--- config.mk ---
export PLATFORM = sky130hd
export DESIGN_NAME = asm
export DESIGN_NICKNAME = d
export VERILOG_FILES = /design/src/rtl/asm.sv
export SDC_FILE = /design/constraint.sdc
export NUM_CORES = 2
export LEC_CHECK = 0
export ABC_AREA = 1
export CORE_ASPECT_RATIO = 1.25
export CORE_MARGIN = 4
export CORE_UTILIZATION = 48
export DETAILED_ROUTE_END_ITERATION = 10
export SETUP_SLACK_MARGIN = 0.3
export SLEW_MARGIN = 20
export SYNTH_ARGS = -nofsm -noshare
export SYNTH_HDL_FRONTEND = slang
export SYNTH_SLANG_ARGS = --single-unit
--- constraint.sdc ---
create_clock -name CLK -period 10.1 [get_ports CLK]
set_clock_uncertainty 0.15 [all_clocks]
set_input_delay 2.02 -clock CLK [delete_from_list [all_inputs] [get_ports CLK]]
set_output_delay 2.02 -clock CLK [all_outputs]
set_load 0.03 [all_outputs]
--- src/rtl/asm.sv ---
// 4x4 matrix multiplier: loads A then B from a byte stream, runs an output-stationary
// systolic array, then streams C row-major. Define ASM_SIGNED_EN for two's-complement math.
module asm #(
  parameter int DW = 8,
  parameter int CW = 18
) (
  input  logic          CLK,
  input  logic          RST_N,
  input  logic          RxD_data_in_ready,
  input  logic [DW-1:0] RxD_data_in,
  output logic          load_ready,
  output logic          data_valid_out,
  output logic [CW-1:0] c_data,
  output logic [1:0]    c_row,
  output logic [1:0]    c_col
);

  typedef enum logic [1:0] {LOAD, COMPUTE, OUTPUT} state_t;

  state_t        state, state_nxt;
  logic [4:0]    byte_cnt;
  logic [3:0]    step;
  logic [3:0]    idx;
  logic [DW-1:0] a_mat [16];
  logic [DW-1:0] b_mat [16];
  logic [DW-1:0] a_feed [4];
  logic [DW-1:0] b_feed [4];
  logic [DW-1:0] a_pipe [4][4];
  logic [DW-1:0] b_pipe [4][4];
  logic [CW-1:0] acc [4][4];
  logic          start;
  logic          computing;

  assign start     = (state == LOAD) && RxD_data_in_ready && (byte_cnt == 5'd31);
  assign computing = (state == COMPUTE);

  always_ff @(posedge CLK or negedge RST_N) begin
    if (!RST_N) state <= LOAD;
    else        state <= state_nxt;
  end

  always_comb begin
    state_nxt      = state;
    load_ready     = 1'b0;
    data_valid_out = 1'b0;
    c_row          = idx[3:2];
    c_col          = idx[1:0];
    c_data         = '0;
    case (state)
      LOAD: begin
        load_ready = 1'b1;
        if (start) state_nxt = COMPUTE;
      end
      COMPUTE: begin
        if (step == 4'd9) state_nxt = OUTPUT;
      end
      OUTPUT: begin
        data_valid_out = 1'b1;
        c_data         = acc[idx[3:2]][idx[1:0]];
        if (idx == 4'd15) state_nxt = LOAD;
      end
      default: state_nxt = LOAD;
    endcase
  end

  // Byte, step and output-index counters; idx and byte_cnt wrap back to 0 naturally.
  always_ff @(posedge CLK or negedge RST_N) begin
    if (!RST_N) begin
      byte_cnt <= '0;
      step     <= '0;
      idx      <= '0;
    end else begin
      if (state == LOAD && RxD_data_in_ready) byte_cnt <= byte_cnt + 5'd1;
      if (start)                              step <= '0;
      else if (computing)                     step <= (step == 4'd9) ? 4'd0 : step + 4'd1;
      if (state == OUTPUT)                    idx <= idx + 4'd1;
    end
  end

  always_ff @(posedge CLK or negedge RST_N) begin
    if (!RST_N) begin
      for (int i = 0; i < 16; i++) begin
        a_mat[i] <= '0;
        b_mat[i] <= '0;
      end
    end else if (state == LOAD && RxD_data_in_ready) begin
      if (!byte_cnt[4]) a_mat[byte_cnt[3:0]] <= RxD_data_in;
      else              b_mat[byte_cnt[3:0]] <= RxD_data_in;
    end
  end

  // Skewed edge feeds: row i sees A[i][step-i], column j sees B[step-j][j].
  always_comb begin
    for (int i = 0; i < 4; i++) begin
      a_feed[i] = '0;
      b_feed[i] = '0;
      if (computing && step >= 4'(i) && (step - 4'(i)) < 4'd4) begin
        a_feed[i] = a_mat[{2'(i), 2'(step - 4'(i))}];
        b_feed[i] = b_mat[{2'(step - 4'(i)), 2'(i)}];
      end
    end
  end

  for (genvar gi = 0; gi < 4; gi++) begin : g_row
    for (genvar gj = 0; gj < 4; gj++) begin : g_col
      logic [DW-1:0] a_in, b_in, a_q, b_q;
      logic [CW-1:0] a_ext, b_ext, prod, acc_q;

      if (gj == 0) begin : g_left
        assign a_in = a_feed[gi];
      end else begin : g_inner_a
        assign a_in = a_pipe[gi][gj-1];
      end

      if (gi == 0) begin : g_top
        assign b_in = b_feed[gj];
      end else begin : g_inner_b
        assign b_in = b_pipe[gi-1][gj];
      end

`ifdef ASM_SIGNED_EN
      assign a_ext = {{(CW-DW){a_in[DW-1]}}, a_in};
      assign b_ext = {{(CW-DW){b_in[DW-1]}}, b_in};
`else
      assign a_ext = {{(CW-DW){1'b0}}, a_in};
      assign b_ext = {{(CW-DW){1'b0}}, b_in};
`endif
      assign prod = a_ext * b_ext;

      always_ff @(posedge CLK or negedge RST_N) begin
        if (!RST_N) begin
          a_q   <= '0;
          b_q   <= '0;
          acc_q <= '0;
        end else if (start) begin
          a_q   <= '0;
          b_q   <= '0;
          acc_q <= '0;
        end else if (computing) begin
          a_q   <= a_in;
          b_q   <= b_in;
          acc_q <= acc_q + prod;
        end
      end

      assign a_pipe[gi][gj] = a_q;
      assign b_pipe[gi][gj] = b_q;
      assign acc[gi][gj]    = acc_q;
    end
  end

endmodule

==> run_results.csv <==
group,metric,value,unit
run_status,status,"finished clean",
logic_synthesis,ys_ff_latch,751,
floorplan,start_util,48.3,%
setup_path,cp-end-kind,"output port",
drt,drt_wl_total,245000,um
place,place_area,79100,sq um
floorplan,ioPinCount,35,
clock_tree,worstSkewPairLatency,750,ps
final_layout,final_cell_mix,"2795 x nand2_1, 2541 x inv_1, 800 x fa_1",
min_path,hold_path_class,"flop to flop",
clock_tree,clock_sinks,751,
timing,fin_crit,7320,ps
timing,fmax,0.137,GHz
floorplan,core-area,160000,sq um
final_layout,layout-drive-gt1-share,3.36,%
setup_path,cp-start-kind,"flop",
power,power,13.4,mW
clock_tree,cts_hold_buf,0,
final_layout,stdcell_area,82300,sq um
setup_path,crit_required,7930,ps
final_layout,final_cells,12300,
timing,setup_viol,0,
clock_tree,cts.repair.resized,0,
logic_synthesis,syn_nets,11900,
timing,min_period_over_period,72.4,%
timing,setup_slack,2780,ps
place,portBuffers,34,
global_route,grt_antenna_before_repair,15,
logic_synthesis,ys_types,33,
final_layout,nets,11600,
global_route,grt_start_max_net_pins,144,
floorplan,fp.dieArea,168000,sq um
setup_path,cpLargestDelayFamily,"buffers and inverters",
setup_path,critPathMaxStageDelay,760,ps
clock_tree,post_cts_buffers,0,
logic_synthesis,ys_seq_area_share,24.3,%
setup_path,arrival,5150,ps
setup_path,crit_buf_inv,3,
timing,hold_viol,0,
clock_tree,cts_buffers,92,
drt,viasPerCell,5.26,
floorplan,die_y,457,um
timing,slew_headroom,28.1,%
drt,num_vias,64800,
floorplan,num_rows,164,
place,dp_slack,3250,ps
logic_synthesis,synthesis.area,77400,sq um
floorplan,dieWidth,367,um
logic_synthesis,synth_area_per_cell,7.44,sq um
final_layout,multi_input_area,47300,sq um
setup_path,cp_max_fo,66,
timing,drv_slew,0,
power,ir_worst_vdd,0.186,mV
clock_tree,cts_buffer_depth,3,
timing,rsz0062_at_grt,"false",
final_layout,regArea,18800,sq um
place,place.gp.congestion,0.970,
final_layout,final_util,51.4,%
drt,drc,0,
global_route,grt_pass1_vias,66600,
logic_synthesis,syn-instance-count,10400,
setup_path,cp_slowest_cell,"clkdlybuf4s50_1",
place,dp_hpwl,190000,um
final_layout,layout_commonest_cell,"nand2_1",
final_layout,area_growth,6.42,%
logic_synthesis,yosysWarnings,0,
power,p_per_area,163,nW/um^2
power,power.leakage,46.7,nW
drt,ant_nets,0,
timing,hold_ws,326,ps
final_layout,nFillCells,15700,
clock_tree,cts_tree,"yes",
global_route,grt_pass1_wl,383000,um
clock_tree,clk_pin_slew,60,ps
drt,wl_per_cell,19.9,um
drt,drtIter0Drc,4325,
timing,setup_tns,0,ps
drt,drt_pass1_iterations,8,
clock_tree,htreeDepth,3,
global_route,track_usage,29.4,%
place,dp.cells,12100,
setup_path,crit_type,"flop to output port",
timing,tightestPinTransition,1070,ps
global_route,grt_overflow,0,
setup_path,crit_path_cell_trace,"inv_2 -> buf_4 -> nor2_1 -> o211ai_1 -> nand3_1 -> a21oi_1 -> clkdlybuf4s50_1",
clock_tree,ctsRootBufferMaster,"clkbuf_16",
job,cap_violations,0,
[worst paths after layout]
check / cells after the start / slack (ps) / from / end
max in group asynchronous: 3 / 6460 / RST_N / g_row[1].g_col[0].acc_q[3]
max reg2reg: 25 / 3200 / step[0] / g_row[3].g_col[0].acc_q[17]
min reg2reg: 2 / 330 / a_mat[22] / a_mat[22]
max: 7 / 2780 / idx[2] / c_data[15]
min in group asynchronous: 1 / 1140 / RST_N / g_row[2].g_col[3].acc_q[8]
min: 2 / 330 / a_mat[22] / a_mat[22]
[layer usage]
metal  GRT usage, %  share of wire [%]  up-vias
met4           15.6                6.2        2
met2           49.8                 48     1863
met5              0             0.0053        -
li1               -                  -    30600
met3           3.86                5.4      517
met1           36.7                 40    31800
[power by group]
part           internal, mW  total [mW]  leakage, nW  switching (mW)
combinational          1.55        5.24         35.5            3.68
sequential             3.80        4.63         9.64           0.823
clock                  2.05        3.59         1.55            1.54
[registers in the layout, summed over array words and instances (netlist names)]
| signal | cells |
|---|---|
| state | 2 |
| byte_cnt | 5 |
| b_mat | 128 |
| g_row.g_col.a_q | 96 |
| g_row.g_col.acc_q | 288 |
| a_mat | 128 |
| step | 4 |
| idx | 4 |
| g_row.g_col.b_q | 96 |
[cell usage after synthesis]
cell type  number  area share (%)
xor2_1         35            0.40
ha_1          653              11
nor3_1          6           0.039
clkinv_1        4           0.019
nor2_4         12            0.17
a21oi_2        10            0.11
o211ai_1       40            0.39
o21ai_0       676             4.4
buf_4           5           0.049
or2_1           1          0.0081
nor2_2         17            0.14
dfrtp_1       751              24
clkbuf_1      294             1.4
a22o_1          6           0.068
xnor2_1        27            0.31
nand3_1       373             2.4
nand2_1      2795              14
nand2_2         9           0.073
buf_2          74            0.48
inv_1        2544              12
nor2_1        567             2.8
buf_6           3           0.044
a32o_1          2           0.026
nand4_1        34            0.27
mux2_2         68            0.99
nor3b_1         1          0.0097
nand3b_1       32            0.31
fa_1          800              21
inv_2          21            0.10
o22ai_1       105            0.85
buf_1          30            0.15
o21ai_1        38            0.25
a21oi_1       362             2.3
[cell type report]
| class | instances | share of cell area [%] |
|---|---|---|
| inverters | 2569 | 11.7 |
| well taps | 2075 | 3.15 |
| clock inverters | 44 | 0.786 |
| multi-input cells | 6669 | 57.4 |
| flip-flops and latches | 751 | 22.8 |
| diodes | 4 | 0.0122 |
| clock buffers | 126 | 3.13 |
| repair buffers | 81 | 0.909 |
[cells by family (layout without fill, tap and decap cells)]
group,after synthesis,after routing,share of synthesized area (%)
simple gates,3847,3847,19.7
buf+inv,2975,2820,14.6
fa+ha+maj,1453,1453,31.3
compound gates,1239,1239,8.40
flops,751,751,24.3
mux,68,68,0.990
xor+xnor,62,62,0.702
other cells,0,4,0
[worst reg2reg max path: cells and delay by family (launching register included)]
kind	cells	cell delay [ps]
fa+ha+maj	6	2780
buf+inv	6	1280
simple gates	11	1100
flops	1	820
compound gates	1	560
xor+xnor	1	80
No activity file was read; power rests on OpenSTA's default activity.
